===== config.mk =====
export PLATFORM = sky130hd
export DESIGN_NAME = motor_step_scheduler
export DESIGN_NICKNAME = d
export VERILOG_FILES = /design/src/rtl/motor_pkg.sv /design/src/rtl/step_timer.sv /design/src/rtl/motor_step_scheduler.sv
export SDC_FILE = /design/constraint.sdc
export NUM_CORES = 1
export LEC_CHECK = 0
export CORE_AREA = 4 4 98 81
export DETAILED_ROUTE_END_ITERATION = 6
export DIE_AREA = 0 0 102 85
export PLACE_DENSITY = 0.92
export SLEW_MARGIN = 5
export SYNTH_ARGS = -nofsm -noshare
export SYNTH_HDL_FRONTEND = slang
export SYNTH_HIERARCHICAL = 1
export SYNTH_SLANG_ARGS = --single-unit

===== constraint.sdc =====
create_clock -name clk -period 3.59 [get_ports clk]
set_input_delay 0.718 -clock clk [delete_from_list [all_inputs] [get_ports clk]]
set_output_delay 0.718 -clock clk [all_outputs]
set_load 0.02 [all_outputs]

===== src/rtl/motor_pkg.sv =====
// Shared types and constants for the shared step/dir motor scheduler.
package motor_pkg;

  typedef enum logic [1:0] {
    StIdle,
    StSetup,
    StHigh,
    StLow
  } state_e;

  localparam logic       AXIS_THETA = 1'b0;
  localparam logic       AXIS_PHI   = 1'b1;
  localparam logic [1:0] REQ_ON     = 2'b01;

endpackage


===== src/rtl/step_timer.sv =====
// Loadable down-counter; zero marks the last cycle of a timed phase.
module step_timer #(
  parameter int unsigned CW = 10
) (
  input  logic          clk,
  input  logic          rst_n,
  input  logic          load,
  input  logic [CW-1:0] value,
  output logic          zero
);

  logic [CW-1:0] count_q;

  always_ff @(posedge clk or negedge rst_n) begin
    if (!rst_n) begin
      count_q <= '0;
    end else if (load) begin
      count_q <= value;
    end else if (count_q != '0) begin
      count_q <= count_q - CW'(1);
    end
  end

  assign zero = (count_q == '0);

endmodule


===== src/rtl/motor_step_scheduler.sv =====
// Round-robin scheduler sharing one step/dir driver between the theta and phi axes,
// with timed pulses and position tracking (theta saturating, phi wrapping).
module motor_step_scheduler
  import motor_pkg::*;
#(
  parameter int unsigned W          = 16,
  parameter int unsigned SETUP_CYC  = 50,
  parameter int unsigned PULSE_CYC  = 100,
  parameter int unsigned STEP_CYC   = 1000,
  parameter int unsigned THETA_MAX  = 180,
  parameter int unsigned PHI_MAX    = 359,
  parameter int unsigned THETA_INIT = 90,
  parameter int unsigned PHI_INIT   = 0
) (
  input  logic         clk,
  input  logic         rst_n,
  input  logic [1:0]   req_theta_pos,
  input  logic [1:0]   req_theta_neg,
  input  logic [1:0]   req_phi_pos,
  input  logic [1:0]   req_phi_neg,
  output logic         drv_step,
  output logic         drv_dir,
  output logic         drv_sel,
  output logic         busy,
  output logic         theta_limit,
  output logic [W-1:0] theta_actual,
  output logic [W-1:0] phi_actual
);

  localparam int unsigned MAX_CYC = (SETUP_CYC > STEP_CYC) ? SETUP_CYC : STEP_CYC;
  localparam int unsigned CW      = $clog2(MAX_CYC + 1);

  // Timer loads are cycle counts minus one: the zero cycle is the last in the phase.
  localparam logic [CW-1:0] SETUP_LOAD = CW'(SETUP_CYC - 1);
  localparam logic [CW-1:0] PULSE_LOAD = CW'(PULSE_CYC - 1);
  localparam logic [CW-1:0] LOW_LOAD   = CW'(STEP_CYC - PULSE_CYC - 2);

  state_e        state_q, state_d;
  logic          sel_q, sel_d, dir_q, dir_d;
  logic          last_axis_q, last_dir_q;
  logic [W-1:0]  theta_q, phi_q;
  logic          load, zero, step_done;
  logic [CW-1:0] load_val;

  logic theta_pos_on, theta_neg_on, theta_valid, theta_blocked, theta_ok;
  logic phi_pos_on, phi_neg_on, phi_valid;
  logic grant_any, grant_phi, grant_dir, still_req;

  assign theta_pos_on  = (req_theta_pos == REQ_ON);
  assign theta_neg_on  = (req_theta_neg == REQ_ON);
  assign theta_valid   = theta_pos_on ^ theta_neg_on;
  assign theta_blocked = theta_valid &&
                         ((theta_pos_on && theta_q == W'(THETA_MAX)) ||
                          (theta_neg_on && theta_q == '0));
  assign theta_ok      = theta_valid && !theta_blocked;

  assign phi_pos_on = (req_phi_pos == REQ_ON);
  assign phi_neg_on = (req_phi_neg == REQ_ON);
  assign phi_valid  = phi_pos_on ^ phi_neg_on;

  // On a tie, the axis that did not step last wins.
  assign grant_any = theta_ok || phi_valid;
  assign grant_phi = phi_valid && (!theta_ok || last_axis_q == AXIS_THETA);
  assign grant_dir = grant_phi ? phi_pos_on : theta_pos_on;
  assign still_req = (sel_q == AXIS_PHI) ? (phi_valid && phi_pos_on == dir_q)
                                         : (theta_ok && theta_pos_on == dir_q);

  step_timer #(
    .CW(CW)
  ) u_timer (
    .clk  (clk),
    .rst_n(rst_n),
    .load (load),
    .value(load_val),
    .zero (zero)
  );

  always_comb begin
    state_d   = state_q;
    sel_d     = sel_q;
    dir_d     = dir_q;
    load      = 1'b0;
    load_val  = '0;
    step_done = 1'b0;
    case (state_q)
      StIdle: begin
        if (grant_any) begin
          sel_d = grant_phi;
          dir_d = grant_dir;
          load  = 1'b1;
          if (grant_phi == last_axis_q && grant_dir == last_dir_q) begin
            state_d  = StHigh;
            load_val = PULSE_LOAD;
          end else begin
            state_d  = StSetup;
            load_val = SETUP_LOAD;
          end
        end
      end
      StSetup: begin
        if (!still_req) begin
          state_d = StIdle;
        end else if (zero) begin
          state_d  = StHigh;
          load     = 1'b1;
          load_val = PULSE_LOAD;
        end
      end
      StHigh: begin
        if (zero) begin
          state_d   = StLow;
          load      = 1'b1;
          load_val  = LOW_LOAD;
          step_done = 1'b1;
        end
      end
      StLow: begin
        if (zero) state_d = StIdle;
      end
      default: state_d = StIdle;
    endcase
  end

  always_ff @(posedge clk or negedge rst_n) begin
    if (!rst_n) begin
      state_q     <= StIdle;
      sel_q       <= 1'b0;
      dir_q       <= 1'b0;
      last_axis_q <= AXIS_PHI;
      last_dir_q  <= 1'b0;
      theta_q     <= W'(THETA_INIT);
      phi_q       <= W'(PHI_INIT);
    end else begin
      state_q <= state_d;
      sel_q   <= sel_d;
      dir_q   <= dir_d;
      if (step_done) begin
        last_axis_q <= sel_q;
        last_dir_q  <= dir_q;
        if (sel_q == AXIS_THETA) begin
          theta_q <= dir_q ? theta_q + W'(1) : theta_q - W'(1);
        end else if (dir_q) begin
          phi_q <= (phi_q == W'(PHI_MAX)) ? '0 : phi_q + W'(1);
        end else begin
          phi_q <= (phi_q == '0) ? W'(PHI_MAX) : phi_q - W'(1);
        end
      end
    end
  end

  assign drv_step     = (state_q == StHigh);
  assign drv_sel      = sel_q;
  assign drv_dir      = dir_q;
  assign busy         = (state_q != StIdle);
  assign theta_limit  = theta_blocked;
  assign theta_actual = theta_q;
  assign phi_actual   = phi_q;

endmodule


After elaboration in Yosys (flattened, before gate mapping)
Index checks and enable logic that the tools add are counted.

Register bits: 48. Input bits: 10.

Add/subtract/negate cells: 5. Eq/ne operators: 17. Muxes and demuxes: 26. Bitwise operators: 4. Reductions and logical operators: 24.

Operators by type and width (number): 2-to-1 mux 16 bit (4); adder 16 x 1 -> 16 bit, second input constant (2); zero test 16 bit (2); subtractor 16 x 1 -> 16 bit, second input constant (2); 2-to-1 mux 10 bit (3); case mux 10 bit (3 select lines) (1); 2-to-1 mux 7 bit (4); == test 16 x 8 -> 1 bit, second input constant (1); == test 16 x 9 -> 1 bit, second input constant (1); 2-to-1 mux 2 bit (6); == test 2 x 1 -> 1 bit, second input constant (5); zero test 10 bit (1); nonzero test 10 bit (1); subtractor 10 x 1 -> 10 bit, second input constant (1); logical AND 1 bit (8); case mux 2 bit (4 select lines) (1); 2-to-1 mux 1 bit (6); AND reduction 2 bit (3); == test 1 bit (4); == test 2 bit, second input constant (2); != test 2 x 1 -> 1 bit, second input constant (2); AND reduction 4 bit (1); nonzero test 2 bit (2); logical OR 1 bit (3); 7 further kinds (10).

Depth between registers and ports, before layout
Gate-level depths: netlist (run 1).

Depth in word-level cells: 16. Gate-level depth with buffers: 12. Depth with buffers taken out: 10.

Cells and area by module
The synthesis (run 1) kept the hierarchy.

Modules (own cells, without submodules): motor_step_scheduler (instances 1, cells each 399, area each 3280.6 um^2, sequential area each 957.2 um^2); step_timer (instances 1, cells each 63, area each 606.8 um^2, sequential area each 250.2 um^2).

Worst setup path before layout (run 1)
OpenSTA, ideal clock, no wires.

Path type: reg-to-reg. Start: register dir_q (netlist: drv_dir). End: register theta_q[10] (netlist: theta_actual[10]). Arrival: 2518 ps. Required time: 3466 ps. Path slack: 948 ps. Cell stages (with the launch flop): 10. Path buffers: 1. Cells stage by stage: dfrtp_1 buf_2 inv_1 fa_1 a211oi_2 o21bai_1 a2111oi_2 o31ai_1 xnor2_1 o21ai_1.

Cells in the longest elaborated chain, start to end: 1.

RTL lines: from (decl) (line motor_step_scheduler.sv:39) `logic sel_q, sel_d, dir_q, dir_d;`; from (signal assigned) (line motor_step_scheduler.sv:136) `dir_q <= dir_d;`; 2-to-1 mux 16 bit (line motor_step_scheduler.sv:141) `theta_q <= dir_q ? theta_q + W'(1) : theta_q - W'(1);`; to (signal assigned) (line motor_step_scheduler.sv:131) `theta_q <= W'(THETA_INIT);`; to (signal assigned) (line motor_step_scheduler.sv:141); to (decl) (line motor_step_scheduler.sv:41) `logic [W-1:0] theta_q, phi_q;`.

Every way passes these cells. A chain may end at the register's enable or synchronous reset.

Worst setup path after layout (run 1)
Start: input port req_theta_pos[0]. End: output port theta_limit.

Cells in the longest elaborated chain, start to end: 4.

RTL lines: from (decl) (line motor_step_scheduler.sv:17) `input logic [1:0] req_theta_pos,`; == test 2 x 1 -> 1 bit * (line motor_step_scheduler.sv:49) `assign theta_pos_on = (req_theta_pos == REQ_ON);`; logical AND 1 bit (line motor_step_scheduler.sv:53) `((theta_pos_on && theta_q == W'(THETA_MAX)) ||`; logical OR 1 bit (line motor_step_scheduler.sv:53); logical AND 1 bit * (line motor_step_scheduler.sv:52) `assign theta_blocked = theta_valid &&`; to (decl) (line motor_step_scheduler.sv:25) `output logic theta_limit,`.

Every way passes the cells marked *; elsewhere a longest branch is shown, timed or not.

==> summary.txt, run 1 <==
Die
  • Initial core utilization: between 50 and 60%
  • FP Rows: 27
  • Die area: about 8700 sq um
  • Die X: a little over 100 um
  • Die H: ~85 um
  • Core Footprint: 6892 sq um
  • Ports: 47

Critical path
  • CP max stage delay: around 0.60 ns
  • Buf/Inv on CP: 2
  • Most used cell, CP: clkdlybuf4s50_1
  • Worst-path cell chain: clkdlybuf4s50_1, or2b_1, nor2_1, o2111ai_4, and2b_2, clkdlybuf4s50_1
  • Data required time of the worst path: 2.87 ns
  • Worst Path Arrival: between 2 and 3 ns
  • Crit end category: output port
  • Startpoint types: input port
  • Crit Path Max Fanout: 3
  • CP max stage cell: clkdlybuf4s50_1
  • Top Family by Delay on Critical Path: buffers and inverters
  • Crit path kind: in -> out

GRT
  • Total GRT Usage: 24.12%
  • First-pass GRT wire length: 17,250 um
  • Largest net degree at the start of global routing: 39
  • Vias in the first global route: about 3,600
  • Total gr overflow: 0
  • Initial antenna violation count: 0

Power and ir drop
  • Combinational power share: about 69%
  • VDD IR-drop max: between 0.6 and 0.7 mV
  • Clock power share: 7.9%
  • Int Pwr: 2174 uW
  • Sw Ratio: between 50 and 60%
  • Sequential power share: 22.9%
  • Pwr dens: 989.5 nW/um^2
  • Pleak: around 0.0018 uW
  • NetSw: 2274 uW

CTS
  • Post-cts sizing count: 0
  • Root Buffer: clkbuf_8
  • Clock Sinks: 48
  • Clock slew at reported path FFs: 0.09 ns
  • Clock Tree Buf Depth: 2
  • Post-CTS Repair Setup Buffers: 0
  • H-tree lvl count: 2
  • Inserted Clock Buffers: 5
  • Hold-fix buffers, CTS: 0
  • Clock Latency Late Sink: 0.31 ns
  • CTS tree: yes

Placed design
  • Placed wire-length estimate: 7593 um
  • Setup WS pre-CTS: roughly 0.19 ns
  • Port-buffer cells: 46
  • Gpl congestion: about 1
  • Placed inst area: 4399 sq um

Cells and area
  • P&R area growth vs syn: 15.64%
  • Layout cell share with drive strength beyond 1: 11.18%
  • Nets: 529
  • Post-layout instance area: 4496 sq um
  • Fill count: 564
  • # diodes: 0

Logic synthesis
  • FFs w/ async S/R, synth: 100.0%
  • Cells after synthesis: 462
  • Ys flop type: dfrtp_1
  • Syn_area_per_cell: roughly 8.4 sq um
  • Yosys reg bits: 48
  • Mapped cell area: 3887 sq um
  • Distinct cells, synth: between 70 and 80
  • Post-synth EDFFs: 0
  • Synth Warn #: 6
  • Seq/Total Area, Yosys: 31.06%

Run
  • Max Cap Viol: 0

Timing
  • Max Freq: 0.2945 GHz
  • Layout Skew: about 0.016 ns
  • Final hold violations: 0
  • Measured slew at the worst slew-check pin: 0.9060 ns
  • RSZ-0062 raised after global routing: false
  • Final WS setup: 0.1942 ns
  • Pins Over Slew Limit: 0
  • TNS Setup: 0 ns
  • Rel. slew slack: between 30 and 40%
  • Min Tclk post-route: 3.396 ns
  • Final setup fails: 0
  • Tcrit/Tclk final: 94.59%

Min path
  • Min-Delay Path Class: in -> async

Route
  • Drt first pass iters: 5
  • Post-DR wirelength/cell: 17.04 um
  • Post-Route WL: 10,020 um
  • Vias per Instance: 6.347
  • DR DRC count: 0
  • ANT nets after route: 0
  • DR vias: about 3,700
  • Iteration-0 DRC Markers: 428

Outcome
  • Status: complete, no violations
final cells by class:
type / instances / area, sq um / area share, %
clock inverters: 2 / 13.76 / 0.3062
clock buffers: 6 / 82.58 / 1.837
flip-flops and latches: 48 / 1207 / 26.86
inverters: 9 / 33.78 / 0.7515
multi-input cells: 382 / 2534 / 56.36
well taps: 87 / 108.9 / 2.421
repair buffers: 54 / 515.5 / 11.47
synth_stat cells, types with 3 or more instances:
master,instances,area (sq um)
dfrtp_1,43,1076
nor2b_1,8,50.05
buf_2,12,60.06
o21a_1,5,37.54
o21ai_1,21,105.1
mux2i_1,3,30.03
o21bai_1,4,30.03
nand3_1,14,70.07
nor4_1,7,43.79
o31ai_1,7,52.55
clkbuf_1,10,37.54
nor3_1,10,50.05
xnor2_1,15,131.4
a31oi_1,5,31.28
nand2b_1,4,25.02
a211oi_1,11,82.58
o22ai_1,7,43.79
or3_1,5,31.28
nor4_2,6,75.07
and2_1,5,31.28
inv_1,8,30.03
a22oi_1,3,22.52
a21o_1,5,37.54
a221oi_1,4,35.03
dfstp_2,5,131.4
o21ai_0,20,100.1
a21oi_1,39,195.2
xor2_1,6,52.55
nand2_1,58,217.7
nor2_1,32,120.1
nand4_1,9,56.30
ha_1,18,225.2
registers in the layout, summed over array words and instances (netlist names):
signal,cells
last_dir_q,1
last_axis_q,1
drv_dir,1
drv_sel,1
theta_actual,16
phi_actual,16
u_timer/count_q,10
state_q,2
path summary, 6_finish.rpt:
check / from / endpoint / slack (ns) / depth (start not counted)
hold / removal: rst_n / u_timer/count_q[0] / 0.51 / 1
hold reg to reg: last_axis_q / last_axis_q / 0.53 / 2
min in group clk: last_axis_q / last_axis_q / 0.53 / 2
setup reg to reg: u_timer/count_q[0] / phi_actual[10] / 0.75 / 10
max in group asynchronous: rst_n / theta_actual[6] / 2.31 / 2
setup / recovery: req_theta_pos[0] / theta_limit / 0.19 / 6
cell families after synthesis:
group / after synthesis / share of synthesized area (%)
and+or+nand+nor: 183 / 25.91
AOI/OAI and AO/OA: 153 / 26.88
DFF: 48 / 31.06
buffers and inverters: 33 / 3.862
xor gates and xnor gates: 21 / 4.731
adders and majority gates: 19 / 6.308
muxes: 4 / 1.159
other: 1 / 0.09646
cells in the final DEF (no fill, tap or decap), types with 3 or more instances in the layout:
master / Yosys / layout
a211oi_1: 11 / 11
a21o_1: 5 / 5
a21oi_1: 39 / 39
a221oi_1: 4 / 4
a22oi_1: 3 / 3
a31oi_1: 5 / 5
and2_1: 5 / 5
buf_4: 1 / 8
clkbuf_8: 0 / 6
clkdlybuf4s50_1: 0 / 45
dfrtp_1: 43 / 43
dfstp_2: 5 / 5
ha_1: 18 / 18
inv_1: 8 / 8
mux2i_1: 3 / 3
nand2_1: 58 / 58
nand2b_1: 4 / 4
nand3_1: 14 / 14
nand4_1: 9 / 9
nor2_1: 32 / 32
nor2b_1: 8 / 8
nor3_1: 10 / 10
nor4_1: 7 / 7
nor4_2: 6 / 6
o21a_1: 5 / 5
o21ai_0: 20 / 20
o21ai_1: 21 / 21
o21bai_1: 4 / 4
o22ai_1: 7 / 7
o31ai_1: 7 / 7
or3_1: 5 / 5
xnor2_1: 15 / 15
xor2_1: 6 / 6
per-layer routing:
layer / part of all wire, % / GRT usage (%) / vias up / routed length [um]
met3: 6.0 / 3.533 / 17 / 605
met2: 47 / 38.29 / 141 / 4714
met1: 45 / 34.19 / 1781 / 4551
met5: 0 / 0 / - / 0
met4: 1.5 / 6.794 / 0 / 150
li1: - / - / 1793 / -
power groups by stage:
stage               Sequential (uW)  Combinational [uW]  Clock [uW]
global placement               1010                2930           0
detailed placement             1020                3030           0
floorplan                      1060                2220           0
finish                         1020                3080         350
global route                   1050                3380         383
CTS                            1010                3040         360
stage by stage:
stage | utilization, % | total power (uW) | hold WS (ns) | cells
after detailed placement | 63.83 | 4052 | 0.5145 | 580
after global routing | 65.23 | 4809 | 0.5525 | 588
final | 65.23 | 4448 | 0.5145 | 588
after CTS | 65.23 | 4415 | 0.5319 | 588
after global placement | 63.83 | 3943 | 0.4952 | 580
after floorplan | - | 3277 | 0.4224 | 463
(Power assumes the default switching activity.)
==> run 2, diff against run 1 <==
- CELL_PAD_IN_SITES_DETAIL_PLACEMENT: unset -> 1
- CELL_PAD_IN_SITES_GLOBAL_PLACEMENT: unset -> 1
- CORE_AREA: 4 4 98 81 -> 4 4 112 93
- DIE_AREA: 0 0 102 85 -> 0 0 116 97
==> run 2 against run 1 <==
Core utilization shrank 16 points. Clock-buffer cell count is the same. Global-route usage shrank 1.7 points. Critical endpoint unchanged. Power grew 6.5%. Die area grew 30%.
==> summary.txt, run 2 (synthesis gave the netlist of run 1 again) <==
CTS
  • Clock Sinks: 48
  • Clock slew at reported path FFs: 0.07 ns
  • Clock Latency Late Sink: 0.29 ns
  • Clock Tree Buf Depth: 2
  • Post-CTS Repair Setup Buffers: 0
  • H-tree lvl count: 2
  • Post-cts sizing count: 0
  • Hold-fix buffers, CTS: 0
  • CTS tree: yes
  • Root Buffer: clkbuf_16
  • Inserted Clock Buffers: 5

Placed design
  • Placed wire-length estimate: 9178 um
  • Setup WS pre-CTS: between 0.15 and 0.2 ns
  • Gpl congestion: 0.9400
  • Inst Count DP: 612
  • Port-buffer cells: 46

Route
  • Post-Route WL: roughly 13,000 um
  • ANT nets after route: 0
  • DR DRC count: 0
  • Vias per Instance: 6.302
  • DR vias: 3,907
  • Drt first pass iters: 5
  • Post-DR wirelength/cell: 20.22 um
  • Iteration-0 DRC Markers: 288

Timing
  • Final hold violations: 0
  • Final WS setup: 0.1975 ns
  • Final setup fails: 0
  • Max Freq: 0.2948 GHz
  • Layout Skew: 0.009413 ns
  • Pins Over Slew Limit: 0
  • RSZ-0062 raised after global routing: false
  • Min Tclk post-route: roughly 3.4 ns
  • Tcrit/Tclk final: 94.50%
  • Rel. slew slack: 34.57%
  • Measured slew at the worst slew-check pin: 0.9750 ns
  • TNS Setup: 0 ns

Die
  • Die H: 97 um
  • Initial core utilization: approximately two fifths
  • Die area: 11,250 sq um
  • Ports: 47
  • Core Footprint: 9369 sq um
  • FP Rows: 32
  • Die X: 116 um

Power and ir drop
  • NetSw: ~2400 uW
  • Sw Ratio: approximately half
  • VDD IR-drop max: 0.4816 mV
  • Clock power share: between 10% and 20%
  • Pleak: 0.001868 uW
  • Pwr dens: 1031 nW/um^2
  • Combinational power share: 67.4%
  • Sequential power share: 22.0%
  • Final Power: 4736 uW
  • Int Pwr: 2299 uW

Critical path
  • Worst Path Arrival: 2.67 ns
  • Crit path kind: in -> out
  • Crit Path Max Fanout: 3
  • Crit end category: output port
  • Startpoint types: input port
  • Data required time of the worst path: 2.87 ns

GRT
  • Largest net degree at the start of global routing: 29
  • Total gr overflow: 0
  • First-pass GRT wire length: between 20,000 and 25,000 um
  • Vias in the first global route: around 4,100
  • Initial antenna violation count: 0
  • Total GRT Usage: 22.47%

Outcome
  • Status: complete, no violations

Cells and area
  • Most frequent cells in the layout: nand2_1, clkdlybuf4s50_1, dfrtp_1, a21oi_1, nor2_1
  • Final Util: slightly below 50%
  • Most common cell after layout, fill and taps aside: nand2_1
  • P&R area growth vs syn: 18.12%
  • Layout cell share with drive strength beyond 1: between 10 and 15%
  • Final cell count without fillers: 620
  • Fill count: roughly 1,100
  • Nets: 529
  • # diodes: 0

Run
  • Max Cap Viol: 0

Min path
  • Min-Delay Path Class: in -> async
[run 2: layout make-up]
type	instances	area (sq um)	area share, %
Clock buffer	6	138.9	3.025
Clock inverter	2	13.76	0.2997
Inverter	9	33.78	0.7357
Multi-Input combinational cell	382	2534	55.18
Sequential cell	48	1207	26.29
Tap cell	119	148.9	3.243
Timing Repair Buffer	54	515.5	11.23
[run 2: metrics by stage]
| stage | hold WS, ns | area [sq um] |
|---|---|---|
| CTS | 0.4727 | 4592 |
| finish | 0.4597 | 4592 |
| global placement | 0.4978 | 4439 |
| global route | 0.5088 | 4592 |
| detailed placement | 0.5037 | 4439 |
| floorplan | 0.4224 | 3891 |
[run 2: final timing paths]
| kind | to | depth (start not counted) | from | slack, ns |
|---|---|---|---|---|
| max | theta_limit | 6 | req_theta_pos[0] | 0.20 |
| min | u_timer/count_q[4] | 1 | rst_n | 0.46 |
| max reg2reg | phi_actual[0] | 10 | u_timer/count_q[0] | 0.64 |
| min reg2reg | phi_actual[15] | 1 | phi_actual[15] | 0.52 |
| max in group asynchronous | u_timer/count_q[6] | 2 | rst_n | 2.39 |
| min in group clk | phi_actual[15] | 1 | phi_actual[15] | 0.52 |
[run 2: power by group through the flow]
stage / sequential, uW / combinational (uW) / clock [uW]
CTS: 1030 / 3160 / 510
finish: 1040 / 3190 / 503
detailed placement: 1040 / 3120 / 0
global placement: 1020 / 2970 / 0
global route: 1070 / 3470 / 535
floorplan: 1060 / 2220 / 0
[run 2: critical path, stage by stage]
cell and delay [ns]:
clkdlybuf4s50_1 0.47, or2b_1 0.29, nor2_1 0.20, o2111ai_4 0.14
and2b_2 0.24, clkdlybuf4s50_1 0.61
[run 2: layer usage]
metal	share of wire, %	wire (um)	vias to the layer above	track usage (%)
met5	0	0	-	0
met4	2.1	264	0	5.620
met3	5.9	734	33	3.377
met2	50	6304	138	38.26
met1	42	5235	1952	29.68
li1	-	-	1784	-
